### src/rtl/pll_ctrl_pkg.sv
// Purpose : shared state encoding and default parameter values for the PLL brake controller.
// Latency : n/a (types and constants only).
// Backpressure: n/a.
package pll_ctrl_pkg;

    typedef enum logic [1:0] {
        IDLE      = 2'd0,
        BRAKE     = 2'd1,
        WAIT_LOCK = 2'd2,
        HOLDOFF   = 2'd3
    } state_t;

    localparam int BRAKE_PULSE_CYCLES_DEF = 4;
    localparam int LOCK_CONFIRM_DEF       = 16;
    localparam int LOCK_TIMEOUT_DEF       = 4096;
    localparam int HOLDOFF_CYCLES_DEF     = 64;
    localparam int DIVN_RESET_DEF         = 40;

    // Bits needed to hold values 0..maxv without wrapping.
    function automatic int cnt_w(input int maxv);
        return (maxv < 1) ? 1 : $clog2(maxv + 1);
    endfunction

endpackage

### src/rtl/pll_brake_ctrl_if.sv
// Purpose : divider-request valid/ready handshake into the PLL brake controller.
// Latency : n/a (wiring only); ready is combinational in the slave.
// Backpressure: master holds divn_req stable while divn_req_valid is high and ready is low.
// Ports   : divn_req_valid, divn_req (32-bit signed divider), divn_req_ready.
interface pll_brake_ctrl_if;
    logic        divn_req_valid;
    logic [31:0] divn_req;
    logic        divn_req_ready;

    modport master (output divn_req_valid, output divn_req, input divn_req_ready);
    modport slave  (input divn_req_valid, input divn_req, output divn_req_ready);
endinterface

### src/rtl/pll_stat_cnt.sv
// Purpose : W-bit event counter that sticks at all-ones instead of wrapping.
// Latency : count reflects an inc pulse one refclk edge later.
// Backpressure: none; inc is a one-cycle strobe.
// Ports   : clk, resetn (sync, active-low), inc, count[W-1:0].
module pll_stat_cnt #(
    parameter int W = 8
) (
    input  logic         clk,
    input  logic         resetn,
    input  logic         inc,
    output logic [W-1:0] count
);

    always_ff @(posedge clk) begin
        if (!resetn) begin
            count <= '0;
        end else if (inc && (count != {W{1'b1}})) begin
            count <= count + W'(1);
        end
    end

endmodule

### src/rtl/pll_brake_ctrl.sv
// Purpose : brakes the PLL on supply droop, then waits for relock and a holdoff before new divider requests.
// Latency : divn updates on the accept edge; brake rises on the edge that enters BRAKE.
// Backpressure: divn_req_ready is low outside IDLE and while a droop event is waiting to be served.
// Ports   : refclk, resetn (sync, active-low), droop_req, req_if (divn request handshake),
//           pll_locked, brake, divn, busy, timeout_err; with PLL_BRAKE_STATS_EN defined
//           also brake_count[15:0] and timeout_count[7:0] (saturating event counters).
module pll_brake_ctrl
    import pll_ctrl_pkg::*;
#(
    parameter int BRAKE_PULSE_CYCLES = BRAKE_PULSE_CYCLES_DEF,
    parameter int LOCK_CONFIRM       = LOCK_CONFIRM_DEF,
    parameter int LOCK_TIMEOUT       = LOCK_TIMEOUT_DEF,
    parameter int HOLDOFF_CYCLES     = HOLDOFF_CYCLES_DEF,
    parameter int DIVN_RESET         = DIVN_RESET_DEF
) (
    input  logic               refclk,
    input  logic               resetn,
    input  logic               droop_req,
    pll_brake_ctrl_if.slave    req_if,
    input  logic               pll_locked,
    output logic               brake,
    output logic signed [31:0] divn,
    output logic               busy,
    output logic               timeout_err
`ifdef PLL_BRAKE_STATS_EN
    ,
    output logic [15:0]        brake_count,
    output logic [7:0]         timeout_count
`endif
);

    // One phase counter times BRAKE, WAIT_LOCK (timeout) and HOLDOFF; it is cleared
    // on every state change and each state exits before the count could overflow.
    localparam int PH_MAX0 = (BRAKE_PULSE_CYCLES > HOLDOFF_CYCLES) ? BRAKE_PULSE_CYCLES : HOLDOFF_CYCLES;
    localparam int PH_MAX  = (PH_MAX0 > LOCK_TIMEOUT) ? PH_MAX0 : LOCK_TIMEOUT;
    localparam int PH_W    = cnt_w(PH_MAX);
    localparam int CF_W    = cnt_w(LOCK_CONFIRM);

    state_t            state_q, state_d;
    logic              droop_q;
    logic              pending_q;
    logic [PH_W-1:0]   ph_cnt_q, ph_inc;
    logic [CF_W-1:0]   cf_cnt_q, cf_nxt;
    logic              brake_q;
    logic signed [31:0] divn_q;
    logic              err_q;

    logic droop_edge, accept, tmo_hit, enter_brake, state_chg;

    assign droop_edge            = droop_req & ~droop_q;
    assign req_if.divn_req_ready = (state_q == IDLE) & ~droop_edge & ~pending_q;
    assign accept                = req_if.divn_req_ready & req_if.divn_req_valid;

    // Counter values as they will be at the end of this cycle; exits compare
    // against these so a state lasts exactly its configured number of cycles.
    assign ph_inc = ph_cnt_q + PH_W'(1);
    assign cf_nxt = pll_locked ? (cf_cnt_q + CF_W'(1)) : '0;

    always_comb begin
        state_d = state_q;
        tmo_hit = 1'b0;
        case (state_q)
            IDLE: begin
                if (droop_edge || pending_q) begin
                    state_d = BRAKE;
                end else if (accept) begin
                    state_d = WAIT_LOCK;
                end
            end
            BRAKE: begin
                if (ph_inc == PH_W'(BRAKE_PULSE_CYCLES)) begin
                    state_d = WAIT_LOCK;
                end
            end
            WAIT_LOCK: begin
                // Confirm is tested first so a simultaneous timeout is not flagged.
                if (cf_nxt == CF_W'(LOCK_CONFIRM)) begin
                    state_d = HOLDOFF;
                end else if (ph_inc == PH_W'(LOCK_TIMEOUT)) begin
                    state_d = HOLDOFF;
                    tmo_hit = 1'b1;
                end
            end
            HOLDOFF: begin
                if (ph_inc == PH_W'(HOLDOFF_CYCLES)) begin
                    state_d = IDLE;
                end
            end
            default: state_d = IDLE;
        endcase
    end

    assign state_chg   = (state_d != state_q);
    assign enter_brake = (state_d == BRAKE) && (state_q != BRAKE);

    always_ff @(posedge refclk) begin
        if (!resetn) begin
            state_q   <= IDLE;
            droop_q   <= 1'b0;
            pending_q <= 1'b0;
            ph_cnt_q  <= '0;
            cf_cnt_q  <= '0;
            brake_q   <= 1'b0;
            divn_q    <= 32'(DIVN_RESET);
            err_q     <= 1'b0;
        end else begin
            state_q  <= state_d;
            droop_q  <= droop_req;
            brake_q  <= (state_d == BRAKE);
            ph_cnt_q <= (state_chg || (state_q == IDLE)) ? '0 : ph_inc;
            cf_cnt_q <= (state_chg || (state_q != WAIT_LOCK)) ? '0 : cf_nxt;

            // Droops during BRAKE are absorbed by the pulse already running.
            if (enter_brake) begin
                pending_q <= 1'b0;
            end else if (droop_edge && ((state_q == WAIT_LOCK) || (state_q == HOLDOFF))) begin
                pending_q <= 1'b1;
            end

            if (accept) begin
                divn_q <= ($signed(req_if.divn_req) > 32'sd2) ? $signed(req_if.divn_req) : 32'sd2;
            end

            if (tmo_hit) begin
                err_q <= 1'b1;
            end
        end
    end

    assign brake       = brake_q;
    assign divn        = divn_q;
    assign busy        = (state_q != IDLE);
    assign timeout_err = err_q;

`ifdef PLL_BRAKE_STATS_EN
    pll_stat_cnt #(.W(16)) u_brake_cnt (
        .clk    (refclk),
        .resetn (resetn),
        .inc    (enter_brake),
        .count  (brake_count)
    );

    pll_stat_cnt #(.W(8)) u_tmo_cnt (
        .clk    (refclk),
        .resetn (resetn),
        .inc    (tmo_hit),
        .count  (timeout_count)
    );
`endif

endmodule

### src/flat_wrapper.sv
// flat-port wrapper written by rule: the top's interface ports become plain ports
module pll_brake_ctrl_flat import pll_ctrl_pkg::*;
#(
    parameter int BRAKE_PULSE_CYCLES = BRAKE_PULSE_CYCLES_DEF,
    parameter int LOCK_CONFIRM       = LOCK_CONFIRM_DEF,
    parameter int LOCK_TIMEOUT       = LOCK_TIMEOUT_DEF,
    parameter int HOLDOFF_CYCLES     = HOLDOFF_CYCLES_DEF,
    parameter int DIVN_RESET         = DIVN_RESET_DEF
)
  (refclk, resetn, droop_req, pll_locked, brake, divn, busy, timeout_err, req_if_divn_req_valid, req_if_divn_req, req_if_divn_req_ready);
  pll_brake_ctrl_if req_if_i ();
  input  logic refclk;
  input  logic resetn;
  input  logic droop_req;
  input  logic pll_locked;
  output logic brake;
  output logic signed [31:0] divn;
  output logic busy;
  output logic timeout_err;
  input wire logic [$bits(req_if_i.divn_req_valid)-1:0] req_if_divn_req_valid;
  input wire logic [$bits(req_if_i.divn_req)-1:0] req_if_divn_req;
  output wire logic [$bits(req_if_i.divn_req_ready)-1:0] req_if_divn_req_ready;
  assign req_if_i.divn_req_valid = req_if_divn_req_valid;
  assign req_if_i.divn_req = req_if_divn_req;
  assign req_if_divn_req_ready = req_if_i.divn_req_ready;
  pll_brake_ctrl #(.BRAKE_PULSE_CYCLES(BRAKE_PULSE_CYCLES), .LOCK_CONFIRM(LOCK_CONFIRM), .LOCK_TIMEOUT(LOCK_TIMEOUT), .HOLDOFF_CYCLES(HOLDOFF_CYCLES), .DIVN_RESET(DIVN_RESET)) u_core (.refclk(refclk), .resetn(resetn), .droop_req(droop_req), .req_if(req_if_i), .pll_locked(pll_locked), .brake(brake), .divn(divn), .busy(busy), .timeout_err(timeout_err));
endmodule
### config.mk
export PLATFORM = sky130hd
export DESIGN_NAME = pll_brake_ctrl_flat
export DESIGN_NICKNAME = d
export VERILOG_FILES = /design/src/rtl/pll_ctrl_pkg.sv /design/src/rtl/pll_brake_ctrl_if.sv /design/src/rtl/pll_stat_cnt.sv /design/src/rtl/pll_brake_ctrl.sv /design/src/flat_wrapper.sv
export SDC_FILE = /design/constraint.sdc
export NUM_CORES = 1
export LEC_CHECK = 0
export ABC_AREA = 1
export CAP_MARGIN = 20
export CORE_AREA = 2 2 77 79
export DETAILED_ROUTE_END_ITERATION = 8
export DIE_AREA = 0 0 79 81
export PLACE_DENSITY_LB_ADDON = 0.1
export SYNTH_ARGS = -nofsm -noshare
export SYNTH_HDL_FRONTEND = slang
export SYNTH_SLANG_ARGS = --single-unit
export TNS_END_PERCENT = 100
### constraint.sdc
create_clock -name refclk -period 2.25 [get_ports refclk]
set_clock_uncertainty 0.05 [all_clocks]
set_input_delay 0.3375 -clock refclk [delete_from_list [all_inputs] [get_ports refclk]]
set_output_delay 0.3375 -clock refclk [all_outputs]
set_load 0.02 [all_outputs]
## Word level (Yosys, flattened, before mapping)

Cells that the tools add are included.

| word-level totals | value |
|---|---|
| bits of input ports | 37 |
| register bits after elaboration | 56 |
| word-level logic and storage cells | 53 |

| operators by class | value |
|---|---|
| muxes and demuxes | 12 |
| equality and inequality tests | 11 |
| order comparisons | 1 |
| reductions and logical operators | 11 |
| add/sub/neg operators | 2 |
| bitwise operators | 8 |

Operators by type and width:

| cell | number |
|---|---|
| $gt A32 B3 Y1 const B | 1 |
| $mux W32 | 1 |
| $add A13 B1 Y13 const B | 1 |
| $eq A13 B13 Y1 const B | 1 |
| $eq A13 B3 Y1 const B | 1 |
| $eq A13 B7 Y1 const B | 1 |
| $mux W2 | 6 |
| $pmux W2 S4 | 1 |
| $reduce_or A2 Y1 | 3 |
| $add A5 B1 Y5 const B | 1 |
| $eq A5 B5 Y1 const B | 1 |
| $mux W5 | 1 |
| $and A1 B1 Y1 | 4 |
| $eq A2 B1 Y1 const B | 2 |
| $eq A2 B2 Y1 const B | 2 |
| $logic_or A1 B1 Y1 | 4 |
| $not A1 Y1 | 4 |
| $mux W1 | 3 |
| $logic_and A1 B1 Y1 | 2 |
| $logic_not A2 Y1 | 1 |
| $ne A2 B1 Y1 const B | 1 |
| $ne A2 B2 Y1 | 1 |
| $ne A2 B2 Y1 const B | 1 |
| $reduce_bool A2 Y1 | 1 |

## Logic depth before layout (Yosys ltp)

Gate-level depths: netlist (run 1).

| depth | value |
|---|---|
| word-level depth | 12 |
| depth in mapped cells | 15 |
| gate-level depth less buffers | 14 |

## Worst setup path after synthesis (run 1)

Ideal clock, no wire load.

| timing path | value |
|---|---|
| path type | register to register |
| start point | register u_core.state_q[1] |
| end point | register u_core.ph_cnt_q[9] |
| buffers on the path | 1 |
| arrival time | 2.050 ns |
| period minus slack after synthesis | 2.164 ns |
| setup slack | 0.086 ns |
| library setup time | 0.064 ns |
| cell stages (with the launch flop) | 11 |
| required time | 2.136 ns |
| cell sequence | dfxtp_1 nor2_1 inv_1 nor3_1 nand2_2 nand4_1 inv_1 nor2_1 nand3_2 buf_6 nor2_1 |

| on the way | value |
|---|---|
| longest elaborated chain between the ends | 10 |
| elaborated cells on any way between the ends | 17 |
| classes of those cells | 4 x eq/ne; 7 x mux; 3 x bitwise; 3 x reduce/logical |

RTL lines:

| item | RTL line | RTL |
|---|---|---|
| start, declared | pll_brake_ctrl.sv:39 | `state_t state_q, state_d;` |
| start signal, assigned | pll_brake_ctrl.sv:107 | `state_q <= state_d;` |
| $logic_not A2 Y1 | pll_brake_ctrl.sv:51 | `assign req_if.divn_req_ready = (state_q == IDLE) & ~droop_edge & ~pending_q;` |
| $and A1 B1 Y1 (2 in a row) | pll_brake_ctrl.sv:51 |  |
| net req_if_divn_req_ready | flat_wrapper.sv:22 | `output wire logic [$bits(req_if_i.divn_req_ready)-1:0] req_if_divn_req_ready;` |
| $and A1 B1 Y1 | pll_brake_ctrl.sv:52 | `assign accept = req_if.divn_req_ready & req_if.divn_req_valid;` |
| $mux W2 | pll_brake_ctrl.sv:66 | `end else if (accept) begin` |
| $mux W2 | pll_brake_ctrl.sv:64 | `if (droop_edge \|\| pending_q) begin` |
| $pmux W2 S4 | pll_brake_ctrl.sv:62 | `case (state_q)` |
| $ne A2 B2 Y1 | pll_brake_ctrl.sv:93 | `assign state_chg = (state_d != state_q);` |
| $logic_or A1 B1 Y1 | pll_brake_ctrl.sv:110 | `ph_cnt_q <= (state_chg \|\| (state_q == IDLE)) ? '0 : ph_inc;` |
| $reduce_or A2 Y1 (no line) | -- |  |
| end signal, assigned | pll_brake_ctrl.sv:110 |  |
| end, declared | pll_brake_ctrl.sv:42 | `logic [PH_W-1:0] ph_cnt_q, ph_inc;` |

The timed path passes the listed nets, and every way through them passes these cells.
A chain may end at the register's enable or synchronous reset.

## Final worst setup path (run 1)

| timing path | value |
|---|---|
| start point | register u_core.ph_cnt_q[0] |
| end point | register u_core.ph_cnt_q[7] |

| on the way | value |
|---|---|
| longest elaborated chain between the ends | 8 |
| elaborated cells on any way between the ends | 12 |
| classes of those cells | 1 x add/sub; 4 x eq/ne; 5 x mux; 2 x reduce/logical |

RTL lines:

| item | RTL line | RTL |
|---|---|---|
| $add A13 B1 Y13 (*) | pll_brake_ctrl.sv:56 | `assign ph_inc = ph_cnt_q + PH_W'(1);` |
| $eq A13 B13 Y1 | pll_brake_ctrl.sv:79 | `end else if (ph_inc == PH_W'(LOCK_TIMEOUT)) begin` |
| $mux W2 | pll_brake_ctrl.sv:79 |  |
| $mux W2 | pll_brake_ctrl.sv:77 | `if (cf_nxt == CF_W'(LOCK_CONFIRM)) begin` |
| $pmux W2 S4 | pll_brake_ctrl.sv:62 |  |
| $ne A2 B2 Y1 | pll_brake_ctrl.sv:93 |  |
| $logic_or A1 B1 Y1 | pll_brake_ctrl.sv:110 |  |
| $reduce_or A2 Y1 (no line) | -- |  |

Mark *: on every way between the ends. The rest lies on a longest branch, timed or not.

==> results.json, run 1 <==
{
  "wl_mm": 6.27,
  "die_w_um": 79,
  "ys_async_sr_fraction_pct": 0,
  "final_common_cell": "nand2_1",
  "portBuffers": 72,
  "slew_violations": 0,
  "post-route-min-period_ns": 2.15,
  "io_pins": 73,
  "drive_gt1_share_pct": 12.1,
  "max_freq_mhz": 465,
  "slowest_stage": "dfxtp_2",
  "die_area_um2": 6400,
  "maxCapViolations": 0,
  "cp.required_ns": 2.45,
  "tns_ns": 0,
  "power_density_nw_per_um2": 593,
  "antenna_found_initial": 0,
  "syn_to_final_growth_pct": 44.9,
  "synth_compound_area_share_pct": 14.8,
  "synthAdderAreaFrac_pct": 1.47,
  "end_kind": "flip-flop",
  "final_cell_mix": "88 x nand2_1, 71 x clkdlybuf4s50_1, 51 x dfxtp_1",
  "synth_xor_area_share_pct": 0.342,
  "grt_pass1_vias": 2343,
  "ys.flop_type": "dfxtp_1",
  "grt.total_usage_pct": 18.8,
  "placedInstanceArea_um2": 3430,
  "synth_edf_count": 0,
  "max_slew_margin_pct": 75.9,
  "synth_seq_cells": 56,
  "stdcell_area_um2": 3710,
  "place.gp.congestion": 0.765,
  "hpwl_mm": 4.43,
  "num_vias": 2586,
  "synth_mux_area_share_pct": 0,
  "grt_remaining_overflow": 0,
  "top_usage_layer": "met2",
  "fin_util_pct": 65.3,
  "grt_max_degree": 39,
  "netlist_area_um2": 2560,
  "synth_top_cells_by_area": "dfxtp_1 44%, nand2_1 13%, nor2_1 7.0%",
  "syn_avg_cell_area_um2": 6.94,
  "core_um2": 5680,
  "initialDrtViolationCount": 99,
  "finalHoldViolations": 0,
  "leakage_nw": 1.46,
  "nNetsFinal": 488,
  "drc": 0,
  "clkSlewWorstSetupHoldPaths_ns": 0.10,
  "setup_slack_ns": 0.0974,
  "final.period_utilization_pct": 95.7,
  "yosysSeqAreaShare_pct": 43.8,
  "postRouteAntennaNets": 0,
  "ff2ff_path_depth": 14,
  "dp_slack_ns": 0.0693,
  "root_buffer": "clkbuf_8",
  "setup_viol": 0,
  "num_antenna_cells": 0,
  "cts-buffers-inserted": 5,
  "slowest_delay_ns": 0.37,
  "clockBufferDepth": 2,
  "vdd_drop_max_v": 0.000319,
  "hold_class": "flip-flop to flip-flop",
  "cts_max_level": 2,
  "cp-start-kind": "flip-flop",
  "hold_ws_ns": 0.393,
  "worst_pin_slew_ns": 0.358,
  "critPathArrivalTime_ns": 2.35,
  "crit_type": "flip-flop to flip-flop",
  "grtUsageMet3_pct": 6.11,
  "path_max_fanout": 6,
  "syn_inst": 369,
  "die_y_um": 81,
  "cts_hold_buf": 0,
  "crit_buf_inv": 2,
  "synth_top_family_by_area": "simple AND/OR/NAND/NOR gates",
  "crit_top_cell": "nand2_1",
  "num_rows": 28,
  "synth_cell_types": 26,
  "grt_util_met2_pct": 31.9,
  "min_path_cells": 2,
  "cts_tree": "built",
  "path_delay_family": "simple AND/OR/NAND/NOR gates",
  "path_cells": "buf_4, nand3_1, nor2_2, nand2_1, nand2_1, nor2_4, nand3_2, nor2_1, nand2_1, nand3_1, nor2_2, nand3_4, clkbuf_16, nor2_1",
  "synth_top_area_share_pct": 43.8,
  "status": "finished, final reports clean",
  "drtPass1Iterations": 4,
  "synth_warnings": 0,
  "cts.sinks": 56,
  "rsz0062_at_grt": "yes",
  "wl_per_cell_um": 12.0,
  "start_util_pct": 45.1,
  "viasPerCell": 4.94,
  "synthSimpleGateAreaFrac_pct": 31.4,
  "grt_pass1_wl_mm": 9.60,
  "clkLatencyLatePin_ns": 0.30,
  "met1_usage_pct": 22.4,
  "yosysTopAreaCell": "dfxtp_1",
  "cp.depth": 14,
  "syn-num-nets": 409
}
[metal layers]
metal,up-vias,part of all wire (%)
li1,1362,-
met1,1152,44
met2,63,49
met3,9,5.7
met4,0,1.5
met5,-,0
[cell usage after synthesis, types with 3 or more instances]
library cell / count
clkbuf_1: 8
o21ai_0: 31
ha_1: 3
nand4_1: 8
nor2_2: 4
nor3_1: 6
nor4_1: 6
nor2_1: 48
nand2_1: 89
dfxtp_1: 56
a21oi_1: 33
nand3_2: 4
inv_1: 40
nand3_1: 16
[path summary, 6_finish.rpt]
kind                                                       to                          start  slack, ns
worst max register to register  u_core.ph_cnt_q[7]$_SDFF_PP0_  u_core.ph_cnt_q[0]$_SDFF_PP0_        0.1
worst min register to register   u_core.divn[31]$_SDFFE_PN0P_   u_core.divn[31]$_SDFFE_PN0P_       0.39
worst min-delay path             u_core.divn[31]$_SDFFE_PN0P_   u_core.divn[31]$_SDFFE_PN0P_       0.39
worst max-delay path            u_core.ph_cnt_q[7]$_SDFF_PP0_  u_core.ph_cnt_q[0]$_SDFF_PP0_        0.1
[worst reg2reg max path, stage by stage (launching register included)]
cell and delay (ns):
dfxtp_2 0.37, buf_4 0.13, nand3_1 0.14, nor2_2 0.19
nand2_1 0.08, nand2_1 0.13, nor2_4 0.06, nand3_2 0.12
nor2_1 0.06, nand2_1 0.08, nand3_1 0.11, nor2_2 0.21
nand3_4 0.13, clkbuf_16 0.18, nor2_1 0.08
[cell families (layout without fill, tap and decap cells)]
group,after synthesis,after routing
AND/OR/NAND/NOR,185,185
AO/OA/AOI/OAI,71,71
flip-flops,56,56
buffers and inverters,53,132
adder cells (fa/ha/maj),3,3
XOR/XNOR,1,1
[timing repair]
item,4_1_cts,5_1_grt
setup buffers,0,2
resized for setup,0,37
endpoints found under the setup margin,0,19
[flip-flops by register name, summed over array words and instances, names as in the netlist]
signal              flops
u_core.pending_q        1
u_core.ph_cnt_q        13
u_core.timeout_err      1
u_core.state_q          2
u_core.cf_cnt_q         5
u_core.brake            1
u_core.divn            32
u_core.droop_q          1
[cell type report]
type / count / area, µm²
fill: 534 / 1970
clock buffer: 5 / 68.8
inverter: 40 / 150
sequential: 56 / 1130
clock inverter: 2 / 16.3
multi-input combinational: 260 / 1380
timing repair buffer: 85 / 876
tap: 75 / 93.8
[metrics by stage]
| step | cells | power (mW) |
|---|---|---|
| 2_1_floorplan | 369 | 1.37 |
| 3_3_place_gp | 513 | 1.64 |
| 3_5_place_dp | 513 | 1.65 |
| 4_1_cts | 520 | 2.20 |
| 5_1_grt | 523 | 2.31 |
| 6_report | 523 | 2.20 |
[report_power, final]
group | internal (mW) | total, mW | switching, mW | leakage, nW
logic | 0.272 | 0.554 | 0.282 | 0.961
registers | 1.06 | 1.10 | 0.0397 | 0.460
clock network | 0.218 | 0.544 | 0.326 | 0.0406
(Power assumes the default switching activity.)
==> run 2: changes to the inputs <==
--- a/config.mk
+++ b/config.mk
@@ -7,9 +7,10 @@
 export LEC_CHECK = 0
 export ABC_AREA = 1
 export CAP_MARGIN = 20
-export CORE_AREA = 2 2 77 79
+export CORE_AREA = 2 2 76 78
+export CTS_BUF_LIST = sky130_fd_sc_hd__clkbuf_8
 export DETAILED_ROUTE_END_ITERATION = 8
-export DIE_AREA = 0 0 79 81
+export DIE_AREA = 0 0 78 80
 export PLACE_DENSITY_LB_ADDON = 0.1
 export SYNTH_ARGS = -nofsm -noshare
 export SYNTH_HDL_FRONTEND = slang
==> constraint.sdc (replaced) <==
create_clock -name refclk -period 2.25 [get_ports refclk]
set_clock_uncertainty 0.05 [all_clocks]
set_input_delay 0.3375 -clock refclk [delete_from_list [all_inputs] [get_ports refclk]]
set_output_delay 0.3375 -clock refclk [all_outputs]
set_load 0.01 [all_outputs]
==> results.json, run 2 (synthesized netlist as in run 1, its figures left out) <==
{
  "post-route-min-period_ns": 2.07,
  "path_max_fanout": 5,
  "setup_slack_ns": 0.180,
  "setup_viol": 0,
  "power_density_nw_per_um2": 625,
  "multi_input_area_um2": 1330,
  "cts_hold_buf": 0,
  "final_common_cell": "nand2_1",
  "rsz0062_at_grt": "yes",
  "dpl.cell_count": 508,
  "num_rows": 27,
  "hold_class": "flip-flop to flip-flop",
  "internal_power_mw": 1.64,
  "place.gp.congestion": 0.794,
  "swShare_pct": 27.1,
  "cp-start-kind": "flip-flop",
  "root_buffer": "clkbuf_8",
  "slowest_stage": "dfxtp_1",
  "hpwl_mm": 4.48,
  "ff2ff_path_depth": 13,
  "die_y_um": 80,
  "cp.required_ns": 2.45,
  "clockBufferDepth": 2,
  "cp.depth": 13,
  "hold_ws_ns": 0.395,
  "start_util_pct": 47.4,
  "max_freq_mhz": 483,
  "final_cell_mix": "88 x nand2_1, 71 x clkdlybuf4s50_1, 54 x dfxtp_1",
  "crit_top_cell": "nand3_2",
  "switchingPower_uw": 610,
  "fillers": 491,
  "vdd_drop_max_v": 0.000476,
  "p_clk_share_pct": 29.5,
  "nNetsFinal": 484,
  "dr_wl_met2_mm": 2.99,
  "final.period_utilization_pct": 92.0,
  "drive_gt1_share_pct": 9.66,
  "register_area_um2": 1120,
  "grt_remaining_overflow": 0,
  "final_cells": 517,
  "io_pins": 73,
  "stdcell_area_um2": 3600,
  "wl_per_cell_um": 12.4,
  "maxCapViolations": 0,
  "grt_max_degree": 61,
  "finalHoldViolations": 0,
  "crit_type": "flip-flop to flip-flop",
  "r2r-end": "u_core.cf_cnt_q[2]$_SDFF_PP0_",
  "leakage_nw": 1.42,
  "die_w_um": 78,
  "timing.reg2reg.setup_slack_ns": 0.18,
  "rr_startpoint": "u_core.ph_cnt_q[0]$_SDFF_PP0_",
  "cts-buffers-inserted": 5,
  "cts_max_level": 2,
  "end_kind": "flip-flop",
  "clkSlewWorstSetupHoldPaths_ns": 0.10,
  "status": "finished, final reports clean",
  "whs_endpoint": "u_core.divn[31]$_SDFFE_PN0P_",
  "clkLatencyLatePin_ns": 0.31,
  "worst_pin_slew_ns": 0.332,
  "core_um2": 5410,
  "slowest_delay_ns": 0.35,
  "dp_slack_ns": 0.0231,
  "viasPerCell": 4.98,
  "grt.total_usage_pct": 20.6,
  "slew_violations": 0,
  "crit_buf_inv": 0,
  "grt_pass1_wl_mm": 10.4,
  "pwr-share-comb_pct": 21.7,
  "path_cells": "ha_2, nand3_2, nor2_4, nand2_1, nand2_1, nand2_1, nor2_2, nand3_2, o21bai_2, nand3_2, nand3_4, nand3_2, nor2_1",
  "die_area_um2": 6240,
  "num_antenna_cells": 0,
  "topRoutingLayerUsed": "met4",
  "syn_to_final_growth_pct": 40.7,
  "post_cts_buffers": 0,
  "path_delay_family": "simple AND/OR/NAND/NOR gates",
  "wl_mm": 6.40,
  "min_path_cells": 2,
  "postRouteAntennaNets": 0,
  "largest_reg_flops": 32,
  "critPathArrivalTime_ns": 2.27,
  "wl_met3_um": 516,
  "wl_met1_mm": 2.81,
  "placedInstanceArea_um2": 3380,
  "portBuffers": 72,
  "grt_pass1_vias": 2465,
  "cts.sinks": 56,
  "fin_util_pct": 66.6,
  "initialDrtViolationCount": 125,
  "antenna_found_initial": 0,
  "sequentialPowerShare_pct": 48.8,
  "drtPass1Iterations": 4,
  "cts_tree": "built",
  "max_slew_margin_pct": 77.6,
  "drc": 0,
  "num_vias": 2577,
  "min_from": "u_core.divn[31]$_SDFFE_PN0P_"
}
run 2: cell count changes in the layout (fill, tap and decap cells not counted), moves of 2 or more:
cell	delta
buf_4	-2
buf_12	-2
nand3_4	-2
nor2_2	-4
nor2_1	+4
dfxtp_1	+3
nand3_2	+2
dfxtp_2	-3
run 2: how the worst max path moves through the flow:
stage | from | endpoint | slack (ns)
floorplan | u_core.ph_cnt_q[0]$_SDFF_PP0_ | u_core.ph_cnt_q[9]$_SDFF_PP0_ | 0.32
global placement | droop_req | u_core.ph_cnt_q[12]$_SDFF_PP0_ | 0.12
detailed placement | droop_req | u_core.ph_cnt_q[0]$_SDFF_PP0_ | 0.02
finish | u_core.ph_cnt_q[0]$_SDFF_PP0_ | u_core.cf_cnt_q[2]$_SDFF_PP0_ | 0.18
global route | u_core.ph_cnt_q[0]$_SDFF_PP0_ | u_core.ph_cnt_q[9]$_SDFF_PP0_ | -0.03
CTS | u_core.state_q[1]$_SDFF_PN0_ | req_if_divn_req_ready | 0.07
run 2: power by group through the flow:
| stage | Sequential, mW | Clock (mW) | Combinational (mW) |
|---|---|---|---|
| 6_report | 1.10 | 0.664 | 0.489 |
| 5_1_grt | 1.11 | 0.714 | 0.536 |
| 4_1_cts | 1.10 | 0.681 | 0.466 |
| 3_5_place_dp | 1.12 | 0 | 0.459 |
| 3_3_place_gp | 1.12 | 0 | 0.455 |
| 2_1_floorplan | 1.15 | 0 | 0.174 |
run 2: timing repair:
item | CTS | global route
setup endpoints to repair | 1 | 19
cloned | 0 | 1
resized for setup | 1 | 23
pin swaps | 0 | 4
run 2: area by class of cell:
type | count | area share, %
multi-input cells | 261 | 37.0
flip-flops and latches | 56 | 31.2
repair buffers | 80 | 22.1
inverters | 40 | 4.17
well taps | 72 | 2.50
clock buffers | 5 | 1.91
clock inverters | 3 | 1.18
run 2: metal layers:
layer / vias to the layer above / track usage [%]
li1: 1354 / -
met1: 1148 / 24.4
met2: 68 / 35.1
met3: 7 / 7.58
met4: 0 / 5.79
met5: - / 0
run 2: worst min-delay path: stages (launching register included):
cell and delay [ns]:
dfxtp_1 0.32, nand2_1 0.05, nor2_1 0.04
run 2: stage by stage:
step,power (mW),setup TNS (ns)
after floorplan,1.32,0
after detailed placement,1.58,0
after CTS,2.25,0
final,2.25,0
after global routing,2.36,-0.122
after global placement,1.57,0
==> run 3: changes to the inputs <==
--- a/config.mk
+++ b/config.mk
@@ -11,6 +11,7 @@
 export CTS_BUF_LIST = sky130_fd_sc_hd__clkbuf_8
 export DETAILED_ROUTE_END_ITERATION = 8
 export DIE_AREA = 0 0 78 80
+export GPL_ROUTABILITY_DRIVEN = 0
 export PLACE_DENSITY_LB_ADDON = 0.1
 export SYNTH_ARGS = -nofsm -noshare
 export SYNTH_HDL_FRONTEND = slang
==> results of run 3 <==
Same layout as run 2: the final DEF is identical, and so are final timing and power.
